File: src/rtl/mem_arbiter.sv
// Two-port (instruction/data) arbiter in front of a shared byte-maskable RAM.
// Define MEM_ARB_ALIGN_CHECK_EN to flag and suppress misaligned data accesses.
module mem_arbiter #(
  parameter int unsigned STARVE_LIMIT = 4
) (
  input  logic        clk,
  input  logic        rst,
  input  logic        i_req,
  input  logic [31:0] i_addr,
  output logic        i_ack,
  output logic [31:0] i_rdata,
  input  logic        d_req,
  input  logic        d_we,
  input  logic [31:0] d_addr,
  input  logic [1:0]  d_mask,
  input  logic        d_signed,
  input  logic [31:0] d_wdata,
  output logic        d_ack,
  output logic [31:0] d_rdata,
  output logic        d_err,
  output logic        ram_we,
  output logic [31:0] ram_addr,
  output logic [1:0]  ram_mask,
  output logic        ram_signed,
  output logic [31:0] ram_wdata,
  input  logic [31:0] ram_rdata,
  output logic        busy
);

  typedef enum logic [1:0] {
    IDLE   = 2'd0,
    ACCESS = 2'd1,
    DONE   = 2'd2
  } state_t;

  localparam logic [3:0] STARVE_MAX = 4'(STARVE_LIMIT);

  state_t      state_q, state_d;
  logic [3:0]  starve_q, starve_d;
  logic [31:0] addr_q, addr_d;
  logic [1:0]  mask_q, mask_d;
  logic        signed_q, signed_d;
  logic [31:0] wdata_q, wdata_d;
  logic        we_q, we_d;
  logic        grant_i_q, grant_i_d;
  logic [31:0] resp_q, resp_d;
  logic        misaligned;

`ifdef MEM_ARB_ALIGN_CHECK_EN
  // Instruction fetches are never flagged; only data accesses are checked.
  always_comb begin
    misaligned = 1'b0;
    if (!grant_i_q) begin
      if (mask_q[1]) begin
        misaligned = (addr_q[1:0] != 2'b00);
      end else if (mask_q[0]) begin
        misaligned = addr_q[0];
      end
    end
  end
  assign d_err = d_ack & misaligned;
`else
  assign misaligned = 1'b0;
  assign d_err      = 1'b0;
`endif

  always_comb begin
    state_d   = state_q;
    starve_d  = starve_q;
    addr_d    = addr_q;
    mask_d    = mask_q;
    signed_d  = signed_q;
    wdata_d   = wdata_q;
    we_d      = we_q;
    grant_i_d = grant_i_q;
    resp_d    = resp_q;
    case (state_q)
      IDLE: begin
        if (i_req || d_req) begin
          state_d = ACCESS;
          // Data has priority unless the instruction side has waited long enough.
          if (i_req && (!d_req || (starve_q == STARVE_MAX))) begin
            grant_i_d = 1'b1;
            addr_d    = i_addr;
            mask_d    = 2'b10;
            signed_d  = 1'b0;
            wdata_d   = 32'h0;
            we_d      = 1'b0;
            starve_d  = 4'd0;
          end else begin
            grant_i_d = 1'b0;
            addr_d    = d_addr;
            mask_d    = d_mask;
            signed_d  = d_signed;
            wdata_d   = d_wdata;
            we_d      = d_we;
            starve_d  = i_req ? (starve_q + 4'd1) : 4'd0;
          end
        end
      end
      ACCESS: begin
        resp_d  = misaligned ? 32'h0 : ram_rdata;
        state_d = DONE;
      end
      DONE: begin
        state_d = IDLE;
      end
      default: begin
        state_d = IDLE;
      end
    endcase
  end

  always_ff @(posedge clk) begin
    if (rst) begin
      state_q   <= IDLE;
      starve_q  <= 4'd0;
      addr_q    <= 32'h0;
      mask_q    <= 2'b00;
      signed_q  <= 1'b0;
      wdata_q   <= 32'h0;
      we_q      <= 1'b0;
      grant_i_q <= 1'b0;
      resp_q    <= 32'h0;
    end else begin
      state_q   <= state_d;
      starve_q  <= starve_d;
      addr_q    <= addr_d;
      mask_q    <= mask_d;
      signed_q  <= signed_d;
      wdata_q   <= wdata_d;
      we_q      <= we_d;
      grant_i_q <= grant_i_d;
      resp_q    <= resp_d;
    end
  end

  // The RAM bus always shows the latched request; only the write strobe is gated.
  assign ram_addr   = addr_q;
  assign ram_mask   = mask_q;
  assign ram_signed = signed_q;
  assign ram_wdata  = wdata_q;
  assign ram_we     = (state_q == ACCESS) & we_q & ~rst & ~misaligned;

  assign i_ack   = (state_q == DONE) & grant_i_q;
  assign d_ack   = (state_q == DONE) & ~grant_i_q;
  assign i_rdata = resp_q;
  assign d_rdata = resp_q;
  assign busy    = (state_q != IDLE);

endmodule

File: config.mk
export PLATFORM = sky130hd
export DESIGN_NAME = mem_arbiter
export DESIGN_NICKNAME = d
export VERILOG_FILES = /design/src/rtl/mem_arbiter.sv
export SDC_FILE = /design/constraint.sdc
export NUM_CORES = 1
export LEC_CHECK = 0
export CAP_MARGIN = 30
export CORE_AREA = 2 2 134 136
export DETAILED_ROUTE_END_ITERATION = 12
export DIE_AREA = 0 0 136 138
export PLACE_DENSITY = 0.66
export SYNTH_ARGS = -nofsm -noshare
export SYNTH_HDL_FRONTEND = slang
export SYNTH_SLANG_ARGS = --single-unit
File: constraint.sdc
create_clock -name clk -period 1.6 [get_ports clk]
set_clock_uncertainty 0.15 [all_clocks]
set_input_delay 0.16 -clock clk [delete_from_list [all_inputs] [get_ports clk]]
set_output_delay 0.16 -clock clk [all_outputs]
set_load 0.02 [all_outputs]
==> flow_metrics.env, run 1 <==
export IMPL_tritoncts="yes"
export IMPL_grt_start_max_net_pins=108
export IMPL_cts_path_max_buffers=2
export IMPL_post_route_period_util_pct=104
export IMPL_placement_cell_area_mm2=0.00764
export IMPL_floorplan_initialDensity_pct=27.2
export IMPL_finalCriticalPeriod_ns=1.66
export IMPL_power_leakage_nw=3.49
export IMPL_grt_antenna_before_repair=0
export IMPL_floorplan_core_area_mm2=0.0175
export IMPL_yosys_area_top_type_share_pct=45.0
export IMPL_final_max_slew_viol_count=0
export IMPL_synthDistinctLibCells=33
export IMPL_cts_max_level=3
export IMPL_ys_warn_count=0
export IMPL_post_synth_top_count_cell="dfxtp_1"
export IMPL_post_layout_total_power_w=0.00717
export IMPL_post_synth_cell_area_avg_um2=8.20
export IMPL_final_cells=1053
export IMPL_ant_nets=0
export IMPL_layout_nets=957
export IMPL_route_vias_total=5327
export IMPL_post_synth_instance_area_mm2=0.00476
export IMPL_worst_vdd_drop_uv=680
export IMPL_grt_util_all_layers_pct=18.4
export IMPL_num_fill_cells=1758
export IMPL_mappedNetlistNets=719
export IMPL_crit_path_start_kind="flop"
export IMPL_insertion_delay_ns=0.34
export IMPL_place_hpwl_um=11900
export IMPL_worst_path_max_fanout=8
export IMPL_netlist_top_cells_count="107 x dfxtp_1, 103 x a21oi_1, 65 x nand2_1"
export IMPL_worstSetupEndpointType="flop"
export IMPL_synth_edff_count=0
export IMPL_fmax_mhz=602
export IMPL_globalplace_congestion=0.781
export IMPL_clk_pin_slew_ns=0.08
export IMPL_cts_sinks=107
export IMPL_synth_flop_cell="dfxtp_1"
export IMPL_max_slew_margin_rel_pct=65.3
export IMPL_fp_dieW_um=136
export IMPL_root_buffer="clkbuf_16"
export IMPL_async_flop_share_pct=0
export IMPL_vertical_die_dimension_um=138
export IMPL_critical_path_required_ns=1.71
export IMPL_final_cell_area_excluding_filler_cells_mm2=0.00812
export IMPL_violations="negative setup slack"
export IMPL_number_of_vias_per_cell_after_detailed_routing=5.06
export IMPL_power_density_mw_per_mm2=883
export IMPL_timing_worst_slew_pin_value_ns=0.520
export IMPL_synthTopCellsByArea="dfxtp_1 45%, a21oi_1 11%, a311oi_1 5.9%"
export IMPL_hold_viol=0
export IMPL_seq_area_frac_synth_pct=45.0
export IMPL_reported_max_cap_violation_count=0
export IMPL_port_buffers=270
export IMPL_synth_seq_cells=107
export IMPL_dp_cells=1019
export IMPL_grt_pass1_vias=5187
export IMPL_detail_route_drc_violations=0
export IMPL_finalSetupViolations=12
export IMPL_wire_length_of_the_first_global_routing_pass_um=27700
export IMPL_area_growth_syn_to_layout_pct=70.5
export IMPL_cts_buffers_inserted=9
export IMPL_residual_overflow_from_global_routing=0
export IMPL_rsz0062_at_grt="true"
export IMPL_routed_wl_um=18200
export IMPL_wire_per_inst_um=17.3
export IMPL_status="finished with violations"
export IMPL_number_of_top_level_pins=272
export IMPL_rows=49
export IMPL_netlist_instances=581
export IMPL_detailedRoute_firstIterationViolations=274
export IMPL_worst_setup_path_type="flop to flop"
export IMPL_synth_largest_area_cell="dfxtp_1"
export IMPL_min_delay_path_class="input pin to flop"
export IMPL_post_route_cells_drive_above_1_share_pct=11.8
export IMPL_final_critical_path_setup_slack_ns=-0.0621
export IMPL_critPathArrivalTime_ns=1.78
export IMPL_drt_pass1_iterations=4
export IMPL_antennaDiodeCount=0
export IMPL_floorplan_die_area_mm2=0.0188
==> placed cells by master, fill, tap and decap left out, types with 3 or more instances in the layout <==
cell	n
a311oi_1	32
dfxtp_1	103
nand2_1	65
o21ai_0	21
dlygate4sd2_1	130
buf_12	10
clkdlybuf4s50_1	134
nand4_1	37
clkinv_4	3
a21oi_1	103
o211ai_1	33
o21ai_1	17
buf_4	38
dfxtp_2	4
clkbuf_16	11
nand3_1	33
nand2b_1	3
buf_6	6
==> layout make-up <==
cell class / count / area, um2 / share of cell area (%)
clock buffer: 10 / 239 / 2.94
clock inverter: 6 / 65.1 / 0.801
inverter: 4 / 20.0 / 0.247
multi-input combinational: 370 / 2150 / 26.5
sequential: 107 / 2150 / 26.4
tap: 229 / 287 / 3.53
timing repair buffer: 327 / 3210 / 39.6
==> registers in the layout, indices dropped and copies added (netlist names) <==
| register | flops |
|---|---|
| grant_i_q | 1 |
| ram_wdata | 32 |
| d_rdata | 32 |
| we_q | 1 |
| state_q | 2 |
| ram_mask | 2 |
| ram_signed | 1 |
| ram_addr | 32 |
| starve_q | 4 |
==> path summary, 6_finish.rpt <==
| check | startpoint | to | slack, ns | cells past startpoint |
|---|---|---|---|---|
| worst max-delay path | starve_q[0] | ram_addr[16] | -0.06 | 7 |
| worst min-delay path | ram_rdata[11] | d_rdata[11] | 0.20 | 3 |
| worst max register to register | starve_q[0] | ram_addr[16] | -0.06 | 7 |
| worst min register to register | d_rdata[19] | d_rdata[19] | 0.31 | 2 |
==> metrics by stage <==
step	util [%]	setup WS [ns]	hold slack, ns	TNS, ns
after detailed placement	43.6	-0.201	0.231	-10.58
after global placement	43.6	-0.158	0.226	-8.35
after global routing	46.3	-0.159	0.196	-3.31
final	46.3	-0.0621	0.202	-0.470
after floorplan	-	-0.00309	0.146	-0.0519
after CTS	45.1	-0.0886	0.191	-0.988
==> power breakdown <==
part | internal (W) | switching, W | total (W)
combinational | 0.000885 | 0.00101 | 0.00189
sequential | 0.00287 | 0.000109 | 0.00298
clock | 0.00126 | 0.00104 | 0.00230
==> cell families after synthesis <==
group,Yosys count,share of synthesized area [%]
buf+inv,104,11.4
compound gates,210,26.5
xor+xnor,1,0.184
fa+ha+maj,2,0.525
flops,107,45.0
other cells,1,0.0787
simple gates,156,16.4
==> repair_timing <==
item,4_1_cts,5_1_grt
hold buffers,1,0
endpoints found under the setup margin,200,75
gates cloned,3,2
hold endpoints to repair,1,0
pin swaps,12,29
setup buffers,3,9
resized for setup,154,39
==> critical path, stage by stage, from the launching register on <==
cell	delay [ns]
dfxtp_2	0.33
inv_2	0.07
ha_4	0.13
and3b_2	0.29
buf_6	0.14
buf_16	0.11
o211ai_1	0.10
a311oi_1	0.26
==> layer usage <==
metal / track usage [%] / routed length, um / up-vias / part of all wire, %
met1: 23.1 / 7590 / 2494 / 42
met3: 4.47 / 1400 / 31 / 7.7
met2: 30.1 / 8690 / 225 / 48
met5: 0 / 0 / - / 0
met4: 7.68 / 509 / 0 / 2.8
li1: - / - / 2577 / -
(Power assumes the default switching activity.)
==> run 2, diff against run 1 <==
Settings changed: CORE_AREA 2 2 134 136 to 2 2 154 118, CTS_CLUSTER_SIZE set to 8, DIE_AREA 0 0 136 138 to 0 0 156 120, PLACE_DENSITY 0.66 to 0.67.
==> run 2 against run 1 <==
The run still ends with negative setup slack left. Worst hold slack improved by 0.0057 ns. Clock-buffer cell count rose by 1. Fmax fell by 0.40%. Via count fell by 0.39%. Critical path depth did not move. Critical path type unchanged. Critical endpoint is now ram_addr[31]. Largest power group unchanged.
==> flow_metrics.env, run 2 (synthesis results as in run 1) <==
export IMPL_crit_chain="inv_2 -> ha_4 -> and3b_2 -> buf_12 -> buf_12 -> o211ai_1 -> a311oi_2"
export IMPL_wire_per_inst_um=16.9
export IMPL_fmax_mhz=599
export IMPL_worst_path_max_fanout=6
export IMPL_globalplace_congestion=0.791
export IMPL_post_layout_total_power_w=0.00721
export IMPL_floorplan_die_area_mm2=0.0187
export IMPL_worstSetupEndpointType="flop"
export IMPL_vertical_die_dimension_um=120
export IMPL_crit_top_cell="buf_12"
export IMPL_rsz0062_at_grt="true"
export IMPL_timing_critical_path_max_delay_family="flip-flops"
export IMPL_critical_path_required_ns=1.66
export IMPL_final_critical_path_setup_slack_ns=-0.0687
export IMPL_post_route_cells_drive_above_1_share_pct=11.6
export IMPL_timing_worst_slew_pin_value_ns=0.524
export IMPL_crit_buf_inv=3
export IMPL_grt_pass1_vias=5141
export IMPL_status="finished with violations"
export IMPL_cts_sinks=107
export IMPL_hold_viol=0
export IMPL_place_hpwl_um=11600
export IMPL_grt_util_all_layers_pct=18.1
export IMPL_worst_setup_path_type="flop to flop"
export IMPL_reported_max_cap_violation_count=0
export IMPL_power_leakage_nw=3.51
export IMPL_wire_length_of_the_first_global_routing_pass_um=27200
export IMPL_number_of_top_level_pins=272
export IMPL_power_density_mw_per_mm2=878
export IMPL_critPathArrivalTime_ns=1.73
export IMPL_drt_pass1_iterations=5
export IMPL_post_route_period_util_pct=104
export IMPL_area_growth_syn_to_layout_pct=72.4
export IMPL_critical_path_max_stage_delay_ns=0.33
export IMPL_holdWs_ns=0.208
export IMPL_most_common_layout_cells="134 x clkdlybuf4s50_1, 131 x dlygate4sd2_1, 104 x dfxtp_1"
export IMPL_floorplan_core_area_mm2=0.0173
export IMPL_num_fill_cells=1761
export IMPL_clk_pin_slew_ns=0.07
export IMPL_detailedRoute_firstIterationViolations=272
export IMPL_antennaDiodeCount=0
export IMPL_grt_antenna_before_repair=0
export IMPL_worst_vdd_drop_uv=622
export IMPL_fin_util_pct=47.5
export IMPL_commonest_non_fill_non_tap_cell_in_the_layout="clkdlybuf4s50_1"
export IMPL_insertion_delay_ns=0.34
export IMPL_cts_path_max_buffers=2
export IMPL_route_vias_total=5306
export IMPL_ant_nets=0
export IMPL_max_slew_margin_rel_pct=65.1
export IMPL_number_of_vias_per_cell_after_detailed_routing=5.08
export IMPL_final_max_slew_viol_count=0
export IMPL_fp_dieW_um=156
export IMPL_finalCriticalPeriod_ns=1.67
export IMPL_port_buffers=270
export IMPL_floorplan_initialDensity_pct=27.6
export IMPL_layout_nets=959
export IMPL_rows=42
export IMPL_detail_route_drc_violations=0
export IMPL_grt_start_max_net_pins=108
export IMPL_min_delay_path_class="input pin to flop"
export IMPL_routed_wl_um=17700
export IMPL_root_buffer="clkbuf_16"
export IMPL_tritoncts="yes"
export IMPL_finalSetupViolations=31
export IMPL_crit_slowest_cell="dfxtp_2"
export IMPL_crit_path_start_kind="flop"
export IMPL_cts_buffers_inserted=9
export IMPL_violations="negative setup slack"
export IMPL_residual_overflow_from_global_routing=0
export IMPL_cts_max_level=3
## run 2: where the power goes
part | internal, W | total [W] | switching [W]
Sequential | 0.00287 | 0.00298 | 0.000107
Clock | 0.00141 | 0.00240 | 0.000992
Combinational | 0.000848 | 0.00183 | 0.000983
Total | 0.00513 | 0.00721 | 0.00208
## run 2: final cells by class
cell class	instances	area, um2	share of cell area (%)
sequential	107	2150	26.2
tap	220	275	3.35
clock inverter	4	73.8	0.899
inverter	4	17.5	0.213
timing repair buffer	329	3300	40.1
multi-input combinational	370	2160	26.3
clock buffer	11	243	2.96
## run 2: worst min-delay path: stages
cell	delay (ns)
buf_4	0.13
buf_12	0.21
a21oi_1	0.16
## run 2: path summary, 6_finish.rpt
kind	startpoint	endpoint	slack, ns	depth (start not counted)
worst max register to register	starve_q[0]	ram_addr[31]	-0.07	7
worst max-delay path	starve_q[0]	ram_addr[31]	-0.07	7
worst min register to register	d_rdata[28]	d_rdata[28]	0.31	2
worst min-delay path	rst	d_rdata[17]	0.21	3
## run 2: per-stage QoR
stage / setup WS, ns / area [um2] / setup TNS [ns] / std cells
2_1_floorplan: -0.00309 / 4770 / -0.0519 / 581
3_3_place_gp: -0.189 / 7680 / -10.52 / 1010
3_5_place_dp: -0.215 / 7680 / -12.69 / 1010
4_1_cts: -0.133 / 8180 / -1.82 / 1041
5_1_grt: -0.130 / 8210 / -4.20 / 1045
6_report: -0.0687 / 8210 / -0.963 / 1045
## run 2: routing by layer
layer  share of wire, %  global-route usage (%)  routed length [um]
met2                 47                    29.4                8280
met3                8.9                    6.83                1570
met5                  0                       0                   0
met1                 43                    23.0                7680
met4               0.85                    4.13                 150
## run 2: timing repair
| item | CTS | global route |
|---|---|---|
| hold endpoints to repair | 1 | 0 |
| hold buffers | 1 | 0 |
| setup buffers | 9 | 6 |
| pin swaps | 22 | 36 |
| endpoints found under the setup margin | 188 | 61 |
| gates cloned | 6 | 2 |
| gates resized for setup | 157 | 17 |
